File: src/rtl/csr_spmv_pkg.sv
// ============================================================================
// csr_spmv_pkg
// Shared widths and sequencer state encoding for the CSR SpMV sequencer.
// Revision: 1.0
// ============================================================================
`default_nettype none

package csr_spmv_pkg;

    localparam int SPMV_DW = 32;
    localparam int SPMV_AW = 32;

    typedef logic [2:0] spmv_state_t;

    localparam spmv_state_t S_IDLE  = 3'd0;
    localparam spmv_state_t S_RPTR0 = 3'd1;
    localparam spmv_state_t S_RPTR  = 3'd2;
    localparam spmv_state_t S_COL   = 3'd3;
    localparam spmv_state_t S_VEC   = 3'd4;
    localparam spmv_state_t S_EMIT  = 3'd5;
    localparam spmv_state_t S_DONE  = 3'd6;

endpackage

`default_nettype wire

File: src/rtl/csr_spmv_sequencer_if.sv
// ============================================================================
// csr_spmv_sequencer_if
// Command, dual read-port and result bundle of the CSR SpMV sequencer.
// Revision: 1.0
// ============================================================================
`default_nettype none

interface csr_spmv_sequencer_if #(
    parameter int DW = 32,
    parameter int AW = 32
);
    logic          start;
    logic [AW-1:0] row_base;
    logic [AW-1:0] wdata_col_base;
    logic [AW-1:0] matrix_base;
    logic [AW-1:0] v_values_base;
    logic [AW-1:0] num_rows;
    logic [AW-1:0] addr1;
    logic [DW-1:0] dataIn1;
    logic [AW-1:0] addr2;
    logic [DW-1:0] dataIn2;
    logic          y_valid;
    logic [AW-1:0] y_row;
    logic [DW-1:0] y_data;
    logic          busy;
    logic          done;

    // Sequencer side
    modport master (
        input  start, row_base, wdata_col_base, matrix_base, v_values_base, num_rows,
        input  dataIn1, dataIn2,
        output addr1, addr2,
        output y_valid, y_row, y_data, busy, done
    );

    // Memory image / command source / result consumer side
    modport slave (
        output start, row_base, wdata_col_base, matrix_base, v_values_base, num_rows,
        output dataIn1, dataIn2,
        input  addr1, addr2,
        input  y_valid, y_row, y_data, busy, done
    );
endinterface

`default_nettype wire

File: src/rtl/csr_spmv_mac.sv
// ============================================================================
// csr_spmv_mac
// Row accumulator: acc += mval * xval, wrapping, or saturating when
// CSR_SPMV_SAT_EN is defined.
// Revision: 1.0
// ============================================================================
`default_nettype none

module csr_spmv_mac
    import csr_spmv_pkg::*;
#(
    parameter int DW = SPMV_DW
) (
    input  wire logic          Clk,
    input  wire logic          Rst,
    input  wire logic          clear,
    input  wire logic          en,
    input  wire logic [DW-1:0] mval,
    input  wire logic [DW-1:0] xval,
    output logic      [DW-1:0] acc_next
);

    logic [DW-1:0] r_acc;

`ifdef CSR_SPMV_SAT_EN
    logic [2*DW-1:0] w_prod_full;
    logic [DW-1:0]   w_prod;
    logic [DW:0]     w_sum;
    logic            r_sticky;

    assign w_prod_full = {{DW{1'b0}}, mval} * {{DW{1'b0}}, xval};
    assign w_prod      = (|w_prod_full[2*DW-1:DW]) ? {DW{1'b1}} : w_prod_full[DW-1:0];
    assign w_sum       = {1'b0, r_acc} + {1'b0, w_prod};
    // Once a row has clamped it stays clamped until the next clear
    assign acc_next    = (r_sticky | w_sum[DW]) ? {DW{1'b1}} : w_sum[DW-1:0];

    always_ff @(posedge Clk or posedge Rst) begin
        if (Rst) begin
            r_sticky <= 1'b0;
        end else if (clear) begin
            r_sticky <= 1'b0;
        end else if (en && w_sum[DW]) begin
            r_sticky <= 1'b1;
        end
    end
`else
    logic [DW-1:0] w_prod;

    assign w_prod   = mval * xval;
    assign acc_next = r_acc + w_prod;
`endif

    always_ff @(posedge Clk or posedge Rst) begin
        if (Rst) begin
            r_acc <= '0;
        end else if (clear) begin
            r_acc <= '0;
        end else if (en) begin
            r_acc <= acc_next;
        end
    end

endmodule

`default_nettype wire

File: src/rtl/csr_spmv_sequencer.sv
// ============================================================================
// csr_spmv_sequencer
// Sequences one CSR sparse-matrix x dense-vector product over two read ports,
// one result per row. Option: CSR_SPMV_SAT_EN (saturating accumulate).
// Revision: 1.0
// ============================================================================
`default_nettype none

module csr_spmv_sequencer
    import csr_spmv_pkg::*;
#(
    parameter int DW = SPMV_DW,
    parameter int AW = SPMV_AW
) (
    input  wire logic              Clk,
    input  wire logic              Rst,
    csr_spmv_sequencer_if.master   bus
);

    spmv_state_t   r_state;
    spmv_state_t   w_next_state;

    logic [AW-1:0] r_row_base;
    logic [AW-1:0] r_col_base;
    logic [AW-1:0] r_mat_base;
    logic [AW-1:0] r_vec_base;
    logic [AW-1:0] r_num_rows;
    logic [AW-1:0] r_row;
    logic [AW-1:0] r_k;
    logic [AW-1:0] r_kend;
    logic [AW-1:0] r_col;
    logic [DW-1:0] r_mval;

    logic          r_y_valid;
    logic [AW-1:0] r_y_row;
    logic [DW-1:0] r_y_data;

    logic [AW-1:0] w_k_inc;
    logic [AW-1:0] w_row_inc;
    logic [AW-1:0] w_rptr_data;
    logic [AW-1:0] w_addr1;
    logic [AW-1:0] w_addr2;
    logic [DW-1:0] w_acc_next;

    assign w_k_inc     = r_k + 1'b1;
    assign w_row_inc   = r_row + 1'b1;
    assign w_rptr_data = AW'(bus.dataIn1);

    csr_spmv_mac #(
        .DW (DW)
    ) u_mac (
        .Clk      (Clk),
        .Rst      (Rst),
        .clear    (r_state == S_RPTR),
        .en       (r_state == S_VEC),
        .mval     (r_mval),
        .xval     (bus.dataIn2),
        .acc_next (w_acc_next)
    );

    always_comb begin
        w_next_state = r_state;
        case (r_state)
            S_IDLE: begin
                if (bus.start) begin
                    w_next_state = (bus.num_rows == '0) ? S_DONE : S_RPTR0;
                end
            end
            S_RPTR0: w_next_state = S_RPTR;
            // kend <= k covers both empty and malformed rows
            S_RPTR:  w_next_state = (w_rptr_data <= r_k) ? S_EMIT : S_COL;
            S_COL:   w_next_state = S_VEC;
            S_VEC:   w_next_state = (w_k_inc == r_kend) ? S_EMIT : S_COL;
            S_EMIT:  w_next_state = (w_row_inc == r_num_rows) ? S_DONE : S_RPTR;
            S_DONE:  w_next_state = S_IDLE;
            default: w_next_state = S_IDLE;
        endcase
    end

    always_comb begin
        w_addr1 = '0;
        w_addr2 = '0;
        case (r_state)
            S_RPTR0: w_addr1 = r_row_base;
            S_RPTR:  w_addr1 = r_row_base + w_row_inc;
            S_COL: begin
                w_addr1 = r_col_base + r_k;
                w_addr2 = r_mat_base + r_k;
            end
            S_VEC:   w_addr2 = r_vec_base + r_col;
            default: begin
                w_addr1 = '0;
                w_addr2 = '0;
            end
        endcase
    end

    always_ff @(posedge Clk or posedge Rst) begin
        if (Rst) begin
            r_state    <= S_IDLE;
            r_row_base <= '0;
            r_col_base <= '0;
            r_mat_base <= '0;
            r_vec_base <= '0;
            r_num_rows <= '0;
            r_row      <= '0;
            r_k        <= '0;
            r_kend     <= '0;
            r_col      <= '0;
            r_mval     <= '0;
        end else begin
            r_state <= w_next_state;
            case (r_state)
                S_IDLE: begin
                    if (bus.start) begin
                        r_row_base <= bus.row_base;
                        r_col_base <= bus.wdata_col_base;
                        r_mat_base <= bus.matrix_base;
                        r_vec_base <= bus.v_values_base;
                        r_num_rows <= bus.num_rows;
                        r_row      <= '0;
                    end
                end
                S_RPTR0: r_k    <= w_rptr_data;
                S_RPTR:  r_kend <= w_rptr_data;
                S_COL: begin
                    r_col  <= AW'(bus.dataIn1);
                    r_mval <= bus.dataIn2;
                end
                S_VEC:   r_k   <= w_k_inc;
                S_EMIT:  r_row <= w_row_inc;
                default: r_row <= r_row;
            endcase
        end
    end

    // Result registers load on entry to EMIT so they are valid during EMIT
    always_ff @(posedge Clk or posedge Rst) begin
        if (Rst) begin
            r_y_valid <= 1'b0;
            r_y_row   <= '0;
            r_y_data  <= '0;
        end else begin
            r_y_valid <= (w_next_state == S_EMIT);
            if (w_next_state == S_EMIT) begin
                r_y_row  <= r_row;
                r_y_data <= (r_state == S_VEC) ? w_acc_next : '0;
            end
        end
    end

    assign bus.addr1   = w_addr1;
    assign bus.addr2   = w_addr2;
    assign bus.y_valid = r_y_valid;
    assign bus.y_row   = r_y_row;
    assign bus.y_data  = r_y_data;
    assign bus.busy    = (r_state != S_IDLE) && (r_state != S_DONE);
    assign bus.done    = (r_state == S_DONE);

endmodule

`default_nettype wire
File: src/flat_wrapper.sv
// flat-port wrapper written by rule: the top's interface ports become plain ports
module csr_spmv_sequencer_flat import csr_spmv_pkg::*;
#(
    parameter int DW = SPMV_DW,
    parameter int AW = SPMV_AW
)
  (Clk, Rst, bus_start, bus_row_base, bus_wdata_col_base, bus_matrix_base, bus_v_values_base, bus_num_rows, bus_dataIn1, bus_dataIn2, bus_addr1, bus_addr2, bus_y_valid, bus_y_row, bus_y_data, bus_busy, bus_done);
  csr_spmv_sequencer_if #(.DW(DW), .AW(AW)) bus_i ();
  input  wire logic Clk;
  input  wire logic Rst;
  input wire logic [$bits(bus_i.start)-1:0] bus_start;
  input wire logic [$bits(bus_i.row_base)-1:0] bus_row_base;
  input wire logic [$bits(bus_i.wdata_col_base)-1:0] bus_wdata_col_base;
  input wire logic [$bits(bus_i.matrix_base)-1:0] bus_matrix_base;
  input wire logic [$bits(bus_i.v_values_base)-1:0] bus_v_values_base;
  input wire logic [$bits(bus_i.num_rows)-1:0] bus_num_rows;
  input wire logic [$bits(bus_i.dataIn1)-1:0] bus_dataIn1;
  input wire logic [$bits(bus_i.dataIn2)-1:0] bus_dataIn2;
  output wire logic [$bits(bus_i.addr1)-1:0] bus_addr1;
  output wire logic [$bits(bus_i.addr2)-1:0] bus_addr2;
  output wire logic [$bits(bus_i.y_valid)-1:0] bus_y_valid;
  output wire logic [$bits(bus_i.y_row)-1:0] bus_y_row;
  output wire logic [$bits(bus_i.y_data)-1:0] bus_y_data;
  output wire logic [$bits(bus_i.busy)-1:0] bus_busy;
  output wire logic [$bits(bus_i.done)-1:0] bus_done;
  assign bus_i.start = bus_start;
  assign bus_i.row_base = bus_row_base;
  assign bus_i.wdata_col_base = bus_wdata_col_base;
  assign bus_i.matrix_base = bus_matrix_base;
  assign bus_i.v_values_base = bus_v_values_base;
  assign bus_i.num_rows = bus_num_rows;
  assign bus_i.dataIn1 = bus_dataIn1;
  assign bus_i.dataIn2 = bus_dataIn2;
  assign bus_addr1 = bus_i.addr1;
  assign bus_addr2 = bus_i.addr2;
  assign bus_y_valid = bus_i.y_valid;
  assign bus_y_row = bus_i.y_row;
  assign bus_y_data = bus_i.y_data;
  assign bus_busy = bus_i.busy;
  assign bus_done = bus_i.done;
  csr_spmv_sequencer #(.DW(DW), .AW(AW)) u_core (.Clk(Clk), .Rst(Rst), .bus(bus_i));
endmodule
File: config.mk
export PLATFORM = sky130hd
export DESIGN_NAME = csr_spmv_sequencer_flat
export DESIGN_NICKNAME = d
export VERILOG_FILES = /design/src/rtl/csr_spmv_pkg.sv /design/src/rtl/csr_spmv_sequencer_if.sv /design/src/rtl/csr_spmv_mac.sv /design/src/rtl/csr_spmv_sequencer.sv /design/src/flat_wrapper.sv
export SDC_FILE = /design/constraint.sdc
export NUM_CORES = 2
export LEC_CHECK = 0
export BUFFER_PORTS_ARGS = -buffer_cell sky130_fd_sc_hd__buf_2
export CORE_ASPECT_RATIO = 0.8
export CORE_MARGIN = 3
export CORE_UTILIZATION = 55
export CTS_BUF_LIST = sky130_fd_sc_hd__clkbuf_8
export CTS_CLUSTER_SIZE = 40
export DETAILED_ROUTE_END_ITERATION = 8
export HOLD_SLACK_MARGIN = 0.06
export PLACE_DENSITY = 0.83
export SYNTH_ARGS = -nofsm -noshare
export SYNTH_HDL_FRONTEND = slang
export SYNTH_SLANG_ARGS = --single-unit
File: constraint.sdc
create_clock -name Clk -period 15.4 [get_ports Clk]
set_clock_uncertainty 0.05 [all_clocks]
set_input_delay 4.62 -clock Clk [delete_from_list [all_inputs] [get_ports Clk]]
set_output_delay 4.62 -clock Clk [all_outputs]
set_load 0.02 [all_outputs]
# Word level (Yosys, flattened, before mapping)

Index checks and enable logic that the tools add are counted.
W data, S select, Z words.

Bits in registers: 420
Logic and storage cells: 58

Add/sub/neg operators: 7
$mul: 1
Magnitude comparators: 1
Eq/ne operators: 11
Muxes and demuxes: 14
Reduce and logical (&&, ||, !) cells: 9

Operator list:

| operator                | count |
|---|---|
| $pmux W32 S2            | 3 |
| $add A32 B32 Y32        | 5 |
| $mux W32                | 4 |
| $pmux W32 S3            | 1 |
| $add A32 B1 Y32 const B | 2 |
| $eq A32 B32 Y1          | 2 |
| $le A32 B32 Y1          | 1 |
| $logic_not A32 Y1       | 1 |
| $mul A32 B32 Y32        | 1 |
| $pmux W3 S6             | 1 |
| $mux W3                 | 5 |
| $eq A3 B3 Y1 const B    | 4 |
| $eq A3 B2 Y1 const B    | 2 |
| $reduce_bool A2 Y1      | 3 |
| $reduce_and A2 Y1       | 2 |
| $eq A3 B1 Y1 const B    | 1 |
| $logic_not A3 Y1        | 1 |
| $ne A3 B3 Y1 const B    | 1 |
| $reduce_bool A3 Y1      | 1 |
| $ne A2 B2 Y1 const B    | 1 |
| $logic_and A1 B1 Y1     | 1 |

# Depth between registers and ports, before layout

Word-level depth: 5
Gate-level depth with buffers: 30
Gate-level depth less buffers: 28

# Cells and area by module

Synthesis repeated with hierarchy kept, for this count alone.

Cell total of the unflattened synthesis: 4719
Area total of the unflattened synthesis: 43731.9 um^2

By module, submodules not included:

| module             | instances | cells an instance | area each (um^2) | sequential area each (um^2) |
|---|---|---|---|---|
| csr_spmv_sequencer | 1         | 2748              | 25548.3          | 9709.3 |
| csr_spmv_mac       | 1         | 1971              | 18183.7          | 800.8 |

# Worst setup path before layout

Ideal clock, no wire load.

Path type: input to register
Start: input bus_dataIn2[4]
End: register u_core.r_y_data[30], in the netlist u_core.bus.y_data[30]
Setup time: 0.125 ns
Arrival: 11.353 ns
Required time: 15.225 ns
Setup slack: 3.872 ns
Stages: 27
Buffers on the path: 2
Cell sequence: clkbuf_1 clkbuf_1 and2_1 fa_1 fa_1 fa_1 inv_1 fa_1 inv_1 fa_1 inv_1 fa_1 inv_1 fa_1 inv_1 fa_1 inv_1 ha_1 nand3_1 or4_1 o21ai_1 a41oi_1 a31o_2 a21oi_1 nor3_1 o21a_1 mux2_4

Longest elaborated chain between the ends: 3

RTL lines:

| item                   | RTL line                  | text |
|---|---|---|
| start: declaration     | flat_wrapper.sv:18        | `input wire logic [$bits(bus_i.dataIn2)-1:0] bus_dataIn2;` |
| $mul A32 B32 Y32       | csr_spmv_mac.sv:49        | `assign w_prod = mval * xval;` |
| $add A32 B32 Y32       | csr_spmv_mac.sv:50        | `assign acc_next = r_acc + w_prod;` |
| $mux W32               | csr_spmv_sequencer.sv:147 | `r_y_data <= (r_state == S_VEC) ? w_acc_next : '0;` |
| end signal: assignment | csr_spmv_sequencer.sv:147 |  |
| end: declaration       | csr_spmv_sequencer.sv:36  | `logic [DW-1:0] r_y_data;` |

Every way passes these cells.
A chain may end at the register's enable or synchronous reset.

# Worst setup path in the final report

Start: input bus_dataIn2[0]
End: register u_core.r_y_data[29], in the netlist u_core.bus.y_data[29]

Same word-level chain as after synthesis.

==> flow_metrics.py <==
metrics = {
    "synthesis": {
        "synth_cell_type_count": 89,
        "ys_ff_latch": 420,
        "synthCells": 4955,
        "synthArstFlopShare": 1.000,
        "synth_nets": 5906,
        "synth_top_flop_cell": "dfrtp_1",
        "seq_area_frac_synth": 0.2441,
        "synth_edf_count": 0,
        "syn_area_um2": 43060,
        "ys_warn_count": 0,
        "synth.avg_cell_area_um2": 8.689,
    },
    "routing": {
        "firstDrtPassIters": 6,
        "routed_via_density": 5.901,
        "wire_per_inst_um": 22.04,
        "vias": 37140,
        "drt_iter0_drc": 3783,
        "detail-route-antenna-nets": 0,
        "drc": 0,
        "routed_wl_um": 138700,
    },
    "clocking": {
        "htree_num_levels": 3,
        "clock_sinks": 420,
        "clk_pin_slew_ps": 60,
        "cts_hold_buf": 0,
        "cts_made_buffers": 77,
        "clockBufferDepth": 3,
        "root_buffer": "clkbuf_8",
        "clk_latency_ps": 700,
        "post_cts_buffers": 0,
        "cts_tree": "yes",
        "ctsResizeCount": 0,
    },
    "die": {
        "die_x_um": 318.8,
        "coreArea_um2": 77310,
        "ios": 358,
        "initial_core_util": 0.5569,
        "dieHeight_um": 256.3,
        "dieArea_um2": 81700,
        "rows": 91,
    },
    "critical_path": {
        "crit_required_ps": 15900,
        "crit_type": "in2reg",
        "path_max_fanout": 33,
        "crit_path_start_kind": "primary input",
        "cp-endpoint": "u_core.bus.y_data[29]",
        "worstReg2RegStart": "u_core.r_mval[8]",
        "crit_start": "bus_dataIn2[0]",
        "r2r-end": "u_core.bus.y_data[29]",
        "cp_data_arrival_time_ps": 12240,
        "rrSetupSlack_ps": 6950,
        "cp-end-kind": "flip-flop",
        "r2r_cells": 24,
    },
    "run": {
        "maxCapViolCount": 0,
    },
    "layout": {
        "layout_commonest_cell": "nand2_1",
        "mostFrequentLayoutCells": "1124 x nand2_1, 614 x inv_1, 442 x fa_1",
        "syn_to_final_growth_pct": 9.712,
        "nets": 6147,
        "drive_gt1_frac": 0.1170,
    },
    "global_routing": {
        "grt_max_degree": 165,
        "grt_pass1_vias": 36950,
        "overflow": 0,
        "grt.total_usage": 0.3392,
        "grt_pass1_wl_um": 215200,
        "antenna_found_initial": 14,
    },
    "placed_design": {
        "dp_hpwl_um": 104600,
        "port_buffers": 357,
        "gp_congestion": 0.9866,
    },
    "min_path": {
        "hp-class": "reg2reg",
        "min_path_cells": 2,
    },
    "sta": {
        "rsz0062_at_grt": "false",
        "tightest_slew_ps": 1338,
        "slew_headroom": 0.1083,
        "setup_viol": 0,
        "maxSlewViolCount": 0,
        "timing.final.hold_violations": 0,
        "period_needed_ps": 11740,
        "min_period_over_period": 0.7621,
        "max_freq_mhz": 85.20,
        "setup_tns_ps": 0,
    },
    "outcome": {
        "status": "finished clean",
    },
}
[synth_stat cells, drive strengths merged (79+ instances only)]
cell	number	area (µm²)
xor2	98	858.3
nor2	131	491.7
nand2	1127	4240
dfrtp	420	10510
xnor2	185	1628
a21o	79	593.1
inv	597	2241
clkbuf	200	750.7
ha	282	3528
a21oi	167	835.8
o21ai	174	870.8
fa	442	8848
and2	333	2083
[critical path, cell delays in order]
cell and delay [ps]:
buf_2 560, and2_1 250, fa_1 450, fa_1 500, fa_1 490, inv_1 60, fa_1 530, inv_1 60
fa_1 450, ha_1 300, fa_1 500, inv_1 60, fa_1 490, inv_1 80, ha_1 350, a21oi_1 230
nand2_1 140, o32ai_1 380, a211oi_1 130, o21ai_0 380, o21ai_0 340, a31oi_1 340, xor2_1 200, nor2_1 80
mux2_4 270
[cell type report]
cell class                 count  area [µm²]
sequential                   420       10510
fill                        6533       30070
antenna                       13       32.53
tap                         1023        1280
multi-input combinational   3709       29380
clock buffer                 101        1390
inverter                     597        2245
clock inverter                39       332.8
timing repair buffer         391        2067
[per-layer routing]
metal  up-vias  wire (µm)  GRT usage
met4         2       6040     0.1366
met5         -          7          0
met1     18190      57790     0.4906
met3       336      16620    0.08712
li1      16490          -          -
met2      2123      58210     0.4868
[worst min-delay path by stage]
stage,start,endpoint
5_1_grt,u_core.u_mac.r_acc[6],u_core.u_mac.r_acc[6]
6_report,u_core.r_col_base[11],u_core.r_col_base[11]
4_1_cts,u_core.r_vec_base[24],u_core.r_vec_base[24]
3_5_place_dp,u_core.u_mac.r_acc[2],u_core.u_mac.r_acc[2]
3_3_place_gp,u_core.r_mval[31],u_core.r_mval[31]
2_1_floorplan,u_core.r_mval[31],u_core.r_mval[31]
[metrics by stage]
step	utilization	instance area, µm²	std cells	worst slack (ps)	hold slack [ps]
6_report	0.6110	47240	6293	3663	425.4
5_1_grt	0.6110	47230	6291	3351	449.1
2_1_floorplan	-	43060	4955	3872	396.0
3_5_place_dp	0.5883	45480	6140	3202	416.3
4_1_cts	0.6106	47210	6280	3881	430.8
3_3_place_gp	0.5883	45480	6140	3294	410.6
[cells by family after synthesis]
| kind of cell | share of synthesized area |
|---|---|
| buf+inv | 0.07471 |
| flops | 0.2441 |
| simple gates | 0.2041 |
| compound gates | 0.1095 |
| mux | 0.02240 |
| xor+xnor | 0.05774 |
| fa+ha+maj | 0.2875 |
Power is not shown: default switching activity piles up to over one toggle a cycle in this logic, so the estimate is an artifact.
